`src/rtl/nn_seq_ctrl.sv`:
```
// -----------------------------------------------------------------------------
// nn_seq_ctrl
//
// Sequencer for the two-layer inference datapath. One accepted start runs one
// inference:
//   L1    : stream the input/weight-1 SRAM addresses. mac1_start follows each
//           address by the SRAM read latency.
//   W1    : wait until the hidden MACs report done and every sigmoid is ready.
//           A bounded wait; expiry raises the sticky err flag.
//   L2    : stream (sel, address_2) pairs for the output MAC. The o/j counters
//           are nested and address_2 is a running increment.
//   DRAIN : let the last weight_2 word pass through the SRAM and the output-MAC
//           pipeline, then pulse done and return to IDLE.
//
// Ports
//   i_clk          single clock, rising edge
//   i_reset        asynchronous, active-high; clears all state
//   i_start        one-cycle run request, honoured only in IDLE
//   i_mac1_done    layer-1 MAC completion (looked at only in W1)
//   i_sig_ready    per-sigmoid ready flags (looked at only in W1)
//   o_busy         high in every state except IDLE
//   o_done         one-cycle pulse on normal completion
//   o_err          sticky W1 timeout flag; cleared by accepted start or reset
//   o_we           SRAM write enable, tied low (read-only sequencer)
//   o_address_1    weight-1 SRAM address (layer-1 counter)
//   o_address_2    weight-2 SRAM address (o*N_HID + j)
//   o_address_3    input SRAM address (layer-1 counter)
//   o_address_5    sigmoid LUT address, tied to zero
//   o_mac1_start   layer-1 MAC enable, aligned with SRAM read data
//   o_mac2_start   output-MAC enable, aligned with weight_2 read data
//   o_sel          hidden-output mux select, aligned with weight_2 read data
// -----------------------------------------------------------------------------
module nn_seq_ctrl #(
  parameter int N_IN     = 784,
  parameter int N_HID    = 10,
  parameter int N_OUT    = 10,
  parameter int SRAM_LAT = 1,
  parameter int L2_LAT   = 3,
  parameter int TIMEOUT  = 1023
) (
  input  logic        i_clk,
  input  logic        i_reset,
  input  logic        i_start,
  input  logic        i_mac1_done,
  input  logic [9:0]  i_sig_ready,
  output logic        o_busy,
  output logic        o_done,
  output logic        o_err,
  output logic        o_we,
  output logic [17:0] o_address_1,
  output logic [11:0] o_address_2,
  output logic [9:0]  o_address_3,
  output logic [6:0]  o_address_5,
  output logic        o_mac1_start,
  output logic        o_mac2_start,
  output logic [6:0]  o_sel
);

  // ---------------------------------------------------------------------------
  // Derived constants
  // ---------------------------------------------------------------------------
  // done must appear SRAM_LAT+L2_LAT cycles after the last layer-2 issue cycle.
  // DRAIN is entered one cycle after that issue, and the IDLE/done update costs
  // one more edge. So the DRAIN counter stops at SRAM_LAT+L2_LAT-2.
  localparam int DRAIN_LAST = SRAM_LAT + L2_LAT - 2;
  localparam int CNT_MAX    = (TIMEOUT > DRAIN_LAST) ? TIMEOUT : DRAIN_LAST;
  localparam int CNT_W      = (CNT_MAX < 1) ? 1 : $clog2(CNT_MAX + 1);

  localparam logic [17:0]      K_LAST  = 18'(N_IN - 1);
  localparam logic [6:0]       J_LAST  = 7'(N_HID - 1);
  localparam logic [11:0]      O_LAST  = 12'(N_OUT - 1);
  localparam logic [CNT_W-1:0] TO_LAST = CNT_W'(TIMEOUT);
  localparam logic [CNT_W-1:0] DR_LAST = CNT_W'(DRAIN_LAST);

  // Counters are zero-extended onto the address ports and must never wrap
  // inside a run. Any combination that would overflow a port is illegal.
  localparam bit PARAMS_OK =
      (N_IN >= 1) && (N_IN <= 1024) &&
      (N_HID >= 1) && (N_HID <= 128) &&
      (N_OUT >= 1) && (N_OUT * N_HID <= 4096) &&
      (SRAM_LAT >= 1) && (L2_LAT >= 0) && (SRAM_LAT + L2_LAT >= 2) &&
      (TIMEOUT >= 1);

  always @(posedge i_clk) begin
    assert (PARAMS_OK)
      else $error("nn_seq_ctrl: parameter combination exceeds a port width");
  end

  // ---------------------------------------------------------------------------
  // State
  // ---------------------------------------------------------------------------
  typedef enum logic [2:0] {
    S_IDLE,
    S_L1,
    S_W1,
    S_L2,
    S_DRAIN
  } state_t;

  state_t           r_state;
  logic             r_busy;
  logic             r_done;
  logic             r_err;
  logic [17:0]      r_k;       // layer-1 address counter
  logic [11:0]      r_addr2;   // running o*N_HID + j
  logic [6:0]       r_j;       // inner (hidden) counter
  logic [11:0]      r_o;       // outer (output neuron) counter
  logic [CNT_W-1:0] r_cnt;     // W1 timeout / DRAIN cycle counter

  // Delay lines that realign the enables and sel with the SRAM read data.
  logic [SRAM_LAT-1:0] r_l1_pipe;
  logic [SRAM_LAT-1:0] r_l2_pipe;
  logic [6:0]          r_sel_pipe [SRAM_LAT];

  // NOTE: continuous assigns always drive a value, so these decode wires can
  // never infer a latch the way a partially assigned combinational process can.
  logic w_start_ok;
  logic w_w1_exit;
  logic w_l1_issue;
  logic w_l2_issue;

  // start is refused while the done pulse is showing, even though the state is
  // already IDLE. A new request is accepted one cycle later.
  assign w_start_ok = i_start && (r_state == S_IDLE) && !r_done;
  // mac1_done and the full sigmoid mask must be seen in the same cycle.
  assign w_w1_exit  = i_mac1_done && (&i_sig_ready);
  assign w_l1_issue = (r_state == S_L1);
  assign w_l2_issue = (r_state == S_L2);

  // ---------------------------------------------------------------------------
  // Control FSM and counters
  // ---------------------------------------------------------------------------
  // NOTE: every flop below is assigned with <= so all of them sample the
  // pre-edge values. Blocking = here would let later statements see values
  // already updated in this cycle and break the counter/state ordering.
  always_ff @(posedge i_clk or posedge i_reset) begin
    if (i_reset) begin
      r_state <= S_IDLE;
      r_busy  <= 1'b0;
      r_done  <= 1'b0;
      r_err   <= 1'b0;
      r_k     <= '0;
      r_addr2 <= '0;
      r_j     <= '0;
      r_o     <= '0;
      r_cnt   <= '0;
    end else begin
      r_done <= 1'b0;
      case (r_state)
        S_IDLE: begin
          if (w_start_ok) begin
            r_state <= S_L1;
            r_busy  <= 1'b1;
            r_err   <= 1'b0;
            r_k     <= '0;
          end
        end

        S_L1: begin
          // The final address holds on the port; the counter never wraps.
          if (r_k == K_LAST) begin
            r_state <= S_W1;
            r_cnt   <= '0;
          end else begin
            r_k <= r_k + 18'd1;
          end
        end

        S_W1: begin
          if (w_w1_exit) begin
            r_state <= S_L2;
            r_addr2 <= '0;
            r_j     <= '0;
            r_o     <= '0;
          end else if (r_cnt == TO_LAST) begin
            r_state <= S_IDLE;
            r_busy  <= 1'b0;
            r_err   <= 1'b1;
          end else begin
            r_cnt <= r_cnt + CNT_W'(1);
          end
        end

        S_L2: begin
          // address_2 advances on every issue, including the j wrap, so the
          // stream has no bubbles and no multiplier is needed.
          if (r_j == J_LAST) begin
            if (r_o == O_LAST) begin
              r_state <= S_DRAIN;
              r_cnt   <= '0;
            end else begin
              r_j     <= '0;
              r_o     <= r_o + 12'd1;
              r_addr2 <= r_addr2 + 12'd1;
            end
          end else begin
            r_j     <= r_j + 7'd1;
            r_addr2 <= r_addr2 + 12'd1;
          end
        end

        S_DRAIN: begin
          if (r_cnt == DR_LAST) begin
            r_state <= S_IDLE;
            r_busy  <= 1'b0;
            r_done  <= 1'b1;
          end else begin
            r_cnt <= r_cnt + CNT_W'(1);
          end
        end

        default: begin
          r_state <= S_IDLE;
          r_busy  <= 1'b0;
        end
      endcase
    end
  end

  // ---------------------------------------------------------------------------
  // SRAM-latency alignment
  // ---------------------------------------------------------------------------
  // Each issue cycle enters stage 0 and reaches the ports SRAM_LAT cycles later.
  // A sel stage loads only behind a valid layer-2 issue. As a result the sel
  // port keeps its last value through DRAIN and IDLE.
  // NOTE: the sel delay line is an array, but it is only SRAM_LAT entries of
  // flops, so it takes the asynchronous reset like the rest of the state. A
  // real RAM would be left unreset.
  always_ff @(posedge i_clk or posedge i_reset) begin
    if (i_reset) begin
      r_l1_pipe <= '0;
      r_l2_pipe <= '0;
      for (int i = 0; i < SRAM_LAT; i++) begin
        r_sel_pipe[i] <= '0;
      end
    end else begin
      r_l1_pipe[0] <= w_l1_issue;
      r_l2_pipe[0] <= w_l2_issue;
      if (w_l2_issue) begin
        r_sel_pipe[0] <= r_j;
      end
      for (int i = 1; i < SRAM_LAT; i++) begin
        r_l1_pipe[i] <= r_l1_pipe[i-1];
        r_l2_pipe[i] <= r_l2_pipe[i-1];
        if (r_l2_pipe[i-1]) begin
          r_sel_pipe[i] <= r_sel_pipe[i-1];
        end
      end
    end
  end

  // ---------------------------------------------------------------------------
  // Outputs: all driven straight from flops, or tied off
  // ---------------------------------------------------------------------------
  assign o_busy       = r_busy;
  assign o_done       = r_done;
  assign o_err        = r_err;
  assign o_we         = 1'b0;
  assign o_address_1  = r_k;
  assign o_address_3  = r_k[9:0];
  assign o_address_2  = r_addr2;
  assign o_address_5  = 7'd0;
  assign o_mac1_start = r_l1_pipe[SRAM_LAT-1];
  assign o_mac2_start = r_l2_pipe[SRAM_LAT-1];
  assign o_sel        = r_sel_pipe[SRAM_LAT-1];

endmodule

```
`config.mk`:
```
export PLATFORM = sky130hd
export DESIGN_NAME = nn_seq_ctrl
export DESIGN_NICKNAME = d
export VERILOG_FILES = /design/src/rtl/nn_seq_ctrl.sv
export SDC_FILE = /design/constraint.sdc
export NUM_CORES = 1
export LEC_CHECK = 0
export BUFFER_PORTS_ARGS = -buffer_cell sky130_fd_sc_hd__clkbuf_2
export CAP_MARGIN = 20
export CORE_ASPECT_RATIO = 0.8
export CORE_UTILIZATION = 61
export CTS_CLUSTER_SIZE = 8
export DETAILED_ROUTE_END_ITERATION = 10
export PLACE_DENSITY = 0.86
export SYNTH_ARGS = -nofsm -noshare
export SYNTH_HDL_FRONTEND = slang
export SYNTH_SLANG_ARGS = --single-unit
export TNS_END_PERCENT = 50
```
`constraint.sdc`:
```
create_clock -name i_clk -period 7.72 [get_ports i_clk]
set_input_delay 0 -clock i_clk [delete_from_list [all_inputs] [get_ports i_clk]]
set_output_delay 0 -clock i_clk [all_outputs]
set_load 0.02 [all_outputs]
```
# Word-level counts from Yosys, hierarchy flattened
# Index checks and enable logic that the tools add are counted.
# Widths: inputs -> output; s select.
# word_totals
in_bits	14
reg_bits	74
mem_bits_ro	0
mem_bits_rw	0
out_inout_bits	60
word_cells	99
latch_bits	0
mem_count	0
# op_classes
add_sub_neg	5
n_bitwise	1
n_reduce_logical	18
order_cmp	0
mux	40
n_shift	0
div_mod_pow	0
n_eq_ne	23
mul	0
# ops
cell	n
$mux 10	6
$mux 12	5
$pmux 12 s2	2
$pmux 10 s4	1
$mux 18	2
$pmux 18 s2	1
$add 12x1->12 const B	2
$mux 3	7
$mux 7	3
$add 18x1->18 const B	1
$eq 18x10->1 const B	1
$ne 2x2->1 const B	9
$pmux 3 s5	1
$pmux 7 s2	1
$eq 12x4->1 const B	1
$add 10x1->10 const B	1
$eq 10x10->1 const B	1
$eq 10x2->1 const B	1
$reduce_and 10->1	1
$mux 1	9
$reduce_and 4->1	2
$add 7x1->7 const B	1
$eq 7x4->1 const B	1
$reduce_and 7->1	1
17 further kinds	26

# Logic depth before layout (Yosys ltp)
# depth
depth_word	5
ltp_mapped	10
ltp_nobuf	7

# Worst setup path after synthesis
# No wires, ideal clock.
# synth_timing
kind	reg-to-reg
start	register r_o[7]
end	register r_cnt[1]
path_buffers	1
t_required_ns	7.595
path_stages_with_launch	7
slack_ns	5.240
arrival_time_ns	2.355
setup_ns	0.125
period_less_slack_ns	2.480
cell_sequence	dfrtp_1 > or4_4 > nor3_4 > a21oi_2 > or4_4 > buf_6 > mux2_4
# synth_between
elab_chain_cells	3
# synth_rtl
item	line_no	text
start: declaration	107	logic [11:0] r_o;
start signal: assignment	193	r_o <= r_o + 12'd1;
$eq 12x4->1	188	if (r_o == O_LAST) begin
$ne 2x1->1 (no source line)	n/a	
$reduce_and 7->1 (no source line)	n/a	
end signal: assignment	180	r_cnt <= r_cnt + CNT_W'(1);
end signal: assignment	208	r_cnt <= r_cnt + CNT_W'(1);
end: declaration	108	logic [CNT_W-1:0] r_cnt;
# No other way between the ends.
# A chain may end at the register's enable or synchronous reset.

# Worst setup path after layout
# layout_timing
start	register r_state[2]
end	register r_addr2[8] (netlist: o_address_2[8])
# layout_between
elab_chain_cells	3
word_cells_on_any_way	7
cone_classes	eq/ne (4); mux (1); reduce/logical (2)
# layout_rtl
item	line_no	text
start: declaration	100	state_t r_state;
start signal: assignment	138	r_state <= S_IDLE;
start signal: assignment	152	r_state <= S_L1;
start signal: assignment	162	r_state <= S_W1;
$eq 3x2->1	149	case (r_state)
$ne 3x3->1 (no source line) (tied with other cells)	n/a	
$reduce_and 3->1 (no source line)	n/a	
end signal: assignment	194	r_addr2 <= r_addr2 + 12'd1;
end signal: assignment	198	r_addr2 <= r_addr2 + 12'd1;
end: declaration	105	logic [11:0] r_addr2;
# Several ways; a longest one is shown, not always the timed one.

==> results.yml <==
run_status:
  status: "finished clean"
timing:
  fmax_ghz: 0.354
  rsz0062_at_grt: "no"
  slew_headroom: 0.293
  setup_violations: 0
  finalCritPeriodShare: 0.365
  fin_skew_ps: 9.15
  drv_slew: 0
  period_needed_ps: 2820
  hold_viol: 0
  whs_ps: 141
  fin_tns_setup_ps: 0
  tightest_slew_ps: 1050
placement:
  place.port_buffers: 65
  hpwl_um: 6960
  gp_congestion: 0.942
  place_inst: 613
setup_path:
  worst-path-max-fanout: 18
  endpoint_kind: "flip-flop"
  worst-endpoint-required_ps: 7990
  critical_path_class: "reg -> reg"
  crit_arrival_ps: 3090
  cp-start-kind: "flip-flop"
flow_run:
  maxCapViolCount: 0
final_layout:
  drive_above_1_share: 0.190
  stdcell_count: 628
  fin_nets: 560
  area_growth_pct: 10.9
  multi_input_area_um2: 2190
  fillerInstances: 550
  antenna_cells: 0
  regArea_um2: 1850
  utilization: 0.698
clock_tree:
  clk_latency_ps: 350
  clockBufferDepth: 2
  clkSinkCount: 74
  ctsHoldBuffers: 1
  post_cts_resized: 0
  cts-buffers-inserted: 9
  post-cts-setup-buffers: 0
  root_buffer: "clkbuf_8"
  clkTransAtPathRegs_ps: 80
  cts_tree: "built"
  htreeDepth: 3
drt:
  drt-initial-drc-count: 392
  vias: 4056
  via_per_inst: 6.46
  dr.pass1.iters: 6
  drc: 0
  wirelength_um: 10100
  wl_per_cell_um: 16.2
  final_antenna_net_count: 0
synthesis:
  ys_ff_latch: 74
  synthDistinctLibCells: 60
  synth_ff_type: "dfrtp_1"
  yosys.area_share.xor_xnor: 0.0101
  synth-edff-count: 0
  yosys.area_share.simple: 0.261
  yosys_warnings: 0
  synth.avg_cell_area_um2: 8.77
  async_reset_ff_frac: 1.00
  seq_area_frac_synth: 0.429
  synth_compound_area_frac: 0.195
  synthMuxAreaShare: 0.0107
  syn_area_um2: 4320
  synthAdderAreaFrac: 0.0232
  synthCells: 492
  synth_top_family_by_area: "simple AND/OR/NAND/NOR gates"
pwr:
  ir_drop_v: 0.000134
  p_per_area_nw_per_um2: 282
  power.leakage_nw: 2.21
floorplan:
  dieHeight_um: 77.2
  fp-row-count: 27
  coreArea_um2: 6860
  io-pin-count: 74
  initial_utilization: 0.629
  fp.dieArea_um2: 7420
  dieWidth_um: 96.1
global_route:
  grt_usage: 0.295
  grt_overflow: 0
  grt_util_met2: 0.445
  grt_pass1_wl_um: 17100
  grt_pass1_vias: 3653
  grt_max_degree: 75
  use_met1: 0.418
  busiest_layer: "met2"
  antenna_found_initial: 0
  use_met3: 0.0784
hold_path:
  hold_class: "in -> reg"
[per-layer routing]
metal | vias to the layer above | wire [um] | part of all wire
li1 | 1888 | - | -
met1 | 1968 | 4510 | 0.44
met2 | 181 | 4730 | 0.47
met3 | 19 | 788 | 0.078
met4 | 0 | 119 | 0.012
met5 | - | 0 | 0
[cell usage after synthesis, types with 2 or more instances]
| cell type | n | area share |
|---|---|---|
| a2111oi_0 | 2 | 0.0041 |
| a21boi_0 | 2 | 0.0035 |
| a21o_1 | 5 | 0.0087 |
| a21o_2 | 6 | 0.012 |
| a21oi_1 | 17 | 0.020 |
| a31oi_1 | 5 | 0.0072 |
| and2_1 | 7 | 0.010 |
| and3_1 | 10 | 0.014 |
| and4_1 | 2 | 0.0041 |
| buf_2 | 4 | 0.0046 |
| buf_4 | 18 | 0.031 |
| clkbuf_1 | 17 | 0.015 |
| dfrtp_1 | 74 | 0.43 |
| ha_1 | 8 | 0.023 |
| inv_1 | 19 | 0.017 |
| mux2i_1 | 2 | 0.0046 |
| nand2_1 | 57 | 0.050 |
| nand2b_1 | 2 | 0.0029 |
| nand3_1 | 32 | 0.037 |
| nand3b_1 | 4 | 0.0070 |
| nand4_1 | 12 | 0.017 |
| nor2_1 | 22 | 0.019 |
| nor2b_1 | 4 | 0.0058 |
| nor3_1 | 15 | 0.017 |
| nor4_1 | 13 | 0.019 |
| o211ai_1 | 4 | 0.0070 |
| o21ai_0 | 48 | 0.056 |
| o22ai_1 | 3 | 0.0043 |
| o31a_1 | 2 | 0.0041 |
| o31ai_1 | 22 | 0.038 |
| o41ai_1 | 3 | 0.0061 |
| or3_1 | 8 | 0.012 |
| or4_1 | 11 | 0.019 |
| or4_4 | 3 | 0.0078 |
| xnor2_1 | 3 | 0.0061 |
| xor2_1 | 2 | 0.0041 |
[kinds of logic after synthesis]
family	count (synthesis)
xor+xnor	5
compound gates	130
other cells	1
simple gates	210
fa+ha+maj	8
buf+inv	60
flops	74
mux	4
[through the flow]
step           setup WS, ps  power [mW]  area (um2)
2_1_floorplan          5240       0.915        4340
3_3_place_gp           5060        1.01        4570
3_5_place_dp           4940        1.02        4570
4_1_cts                4950        1.35        4790
5_1_grt                4640        1.44        4790
6_report               4900        1.35        4790
[cell usage in the layout (no fill, tap or decap), types with 12 or more instances in the layout]
| cell type | netlist | routed |
|---|---|---|
| a21oi_1 | 17 | 17 |
| clkbuf_2 | 0 | 65 |
| dfrtp_1 | 74 | 74 |
| inv_1 | 19 | 18 |
| nand2_1 | 57 | 57 |
| nand3_1 | 32 | 32 |
| nand4_1 | 12 | 12 |
| nor2_1 | 22 | 22 |
| nor3_1 | 15 | 14 |
| nor4_1 | 13 | 13 |
| o21ai_0 | 48 | 48 |
| o31ai_1 | 22 | 22 |
[where the power goes]
part           switching (mW)  internal (mW)  leakage [nW]
logic                   0.340          0.162          1.10
clock network           0.143          0.178         0.101
registers              0.0801          0.445          1.01
[flip-flops by register name, indices dropped and copies added (netlist names), 3 cells and up]
signal and cells:
o_address_1 18, o_address_2 12, r_o 12, r_cnt 10, o_sel 7, r_j 7, r_state 3
[worst paths after layout]
| check | startpoint | end | slack (ps) | cells past startpoint |
|---|---|---|---|---|
| worst max register to register | r_state[2] | o_address_2[8] | 4900 | 6 |
| worst max-delay path | r_state[2] | o_address_2[8] | 4900 | 6 |
| max in group asynchronous | i_reset | r_state[2] | 6650 | 4 |
| worst min register to register | o_sel[0] | o_sel[0] | 480 | 2 |
| min in group asynchronous | i_reset | o_address_2[8] | 440 | 4 |
| worst min-delay path | i_start | r_state[0] | 140 | 5 |
[final cells by class]
class	count	area share
clock buffers	9	0.0259
clock inverters	5	0.0170
inverters	19	0.0149
multi-input cells	365	0.458
flip-flops and latches	74	0.387
well taps	87	0.0227
repair buffers	69	0.0748
[critical path, cell delays in order (launching register included)]
cell and delay, ps:
dfrtp_1 540, nand3b_1 640, a31oi_1 490, nor3_2 160, buf_4 220, or4_1 510
a21oi_1 170
(Power assumes the default switching activity.)
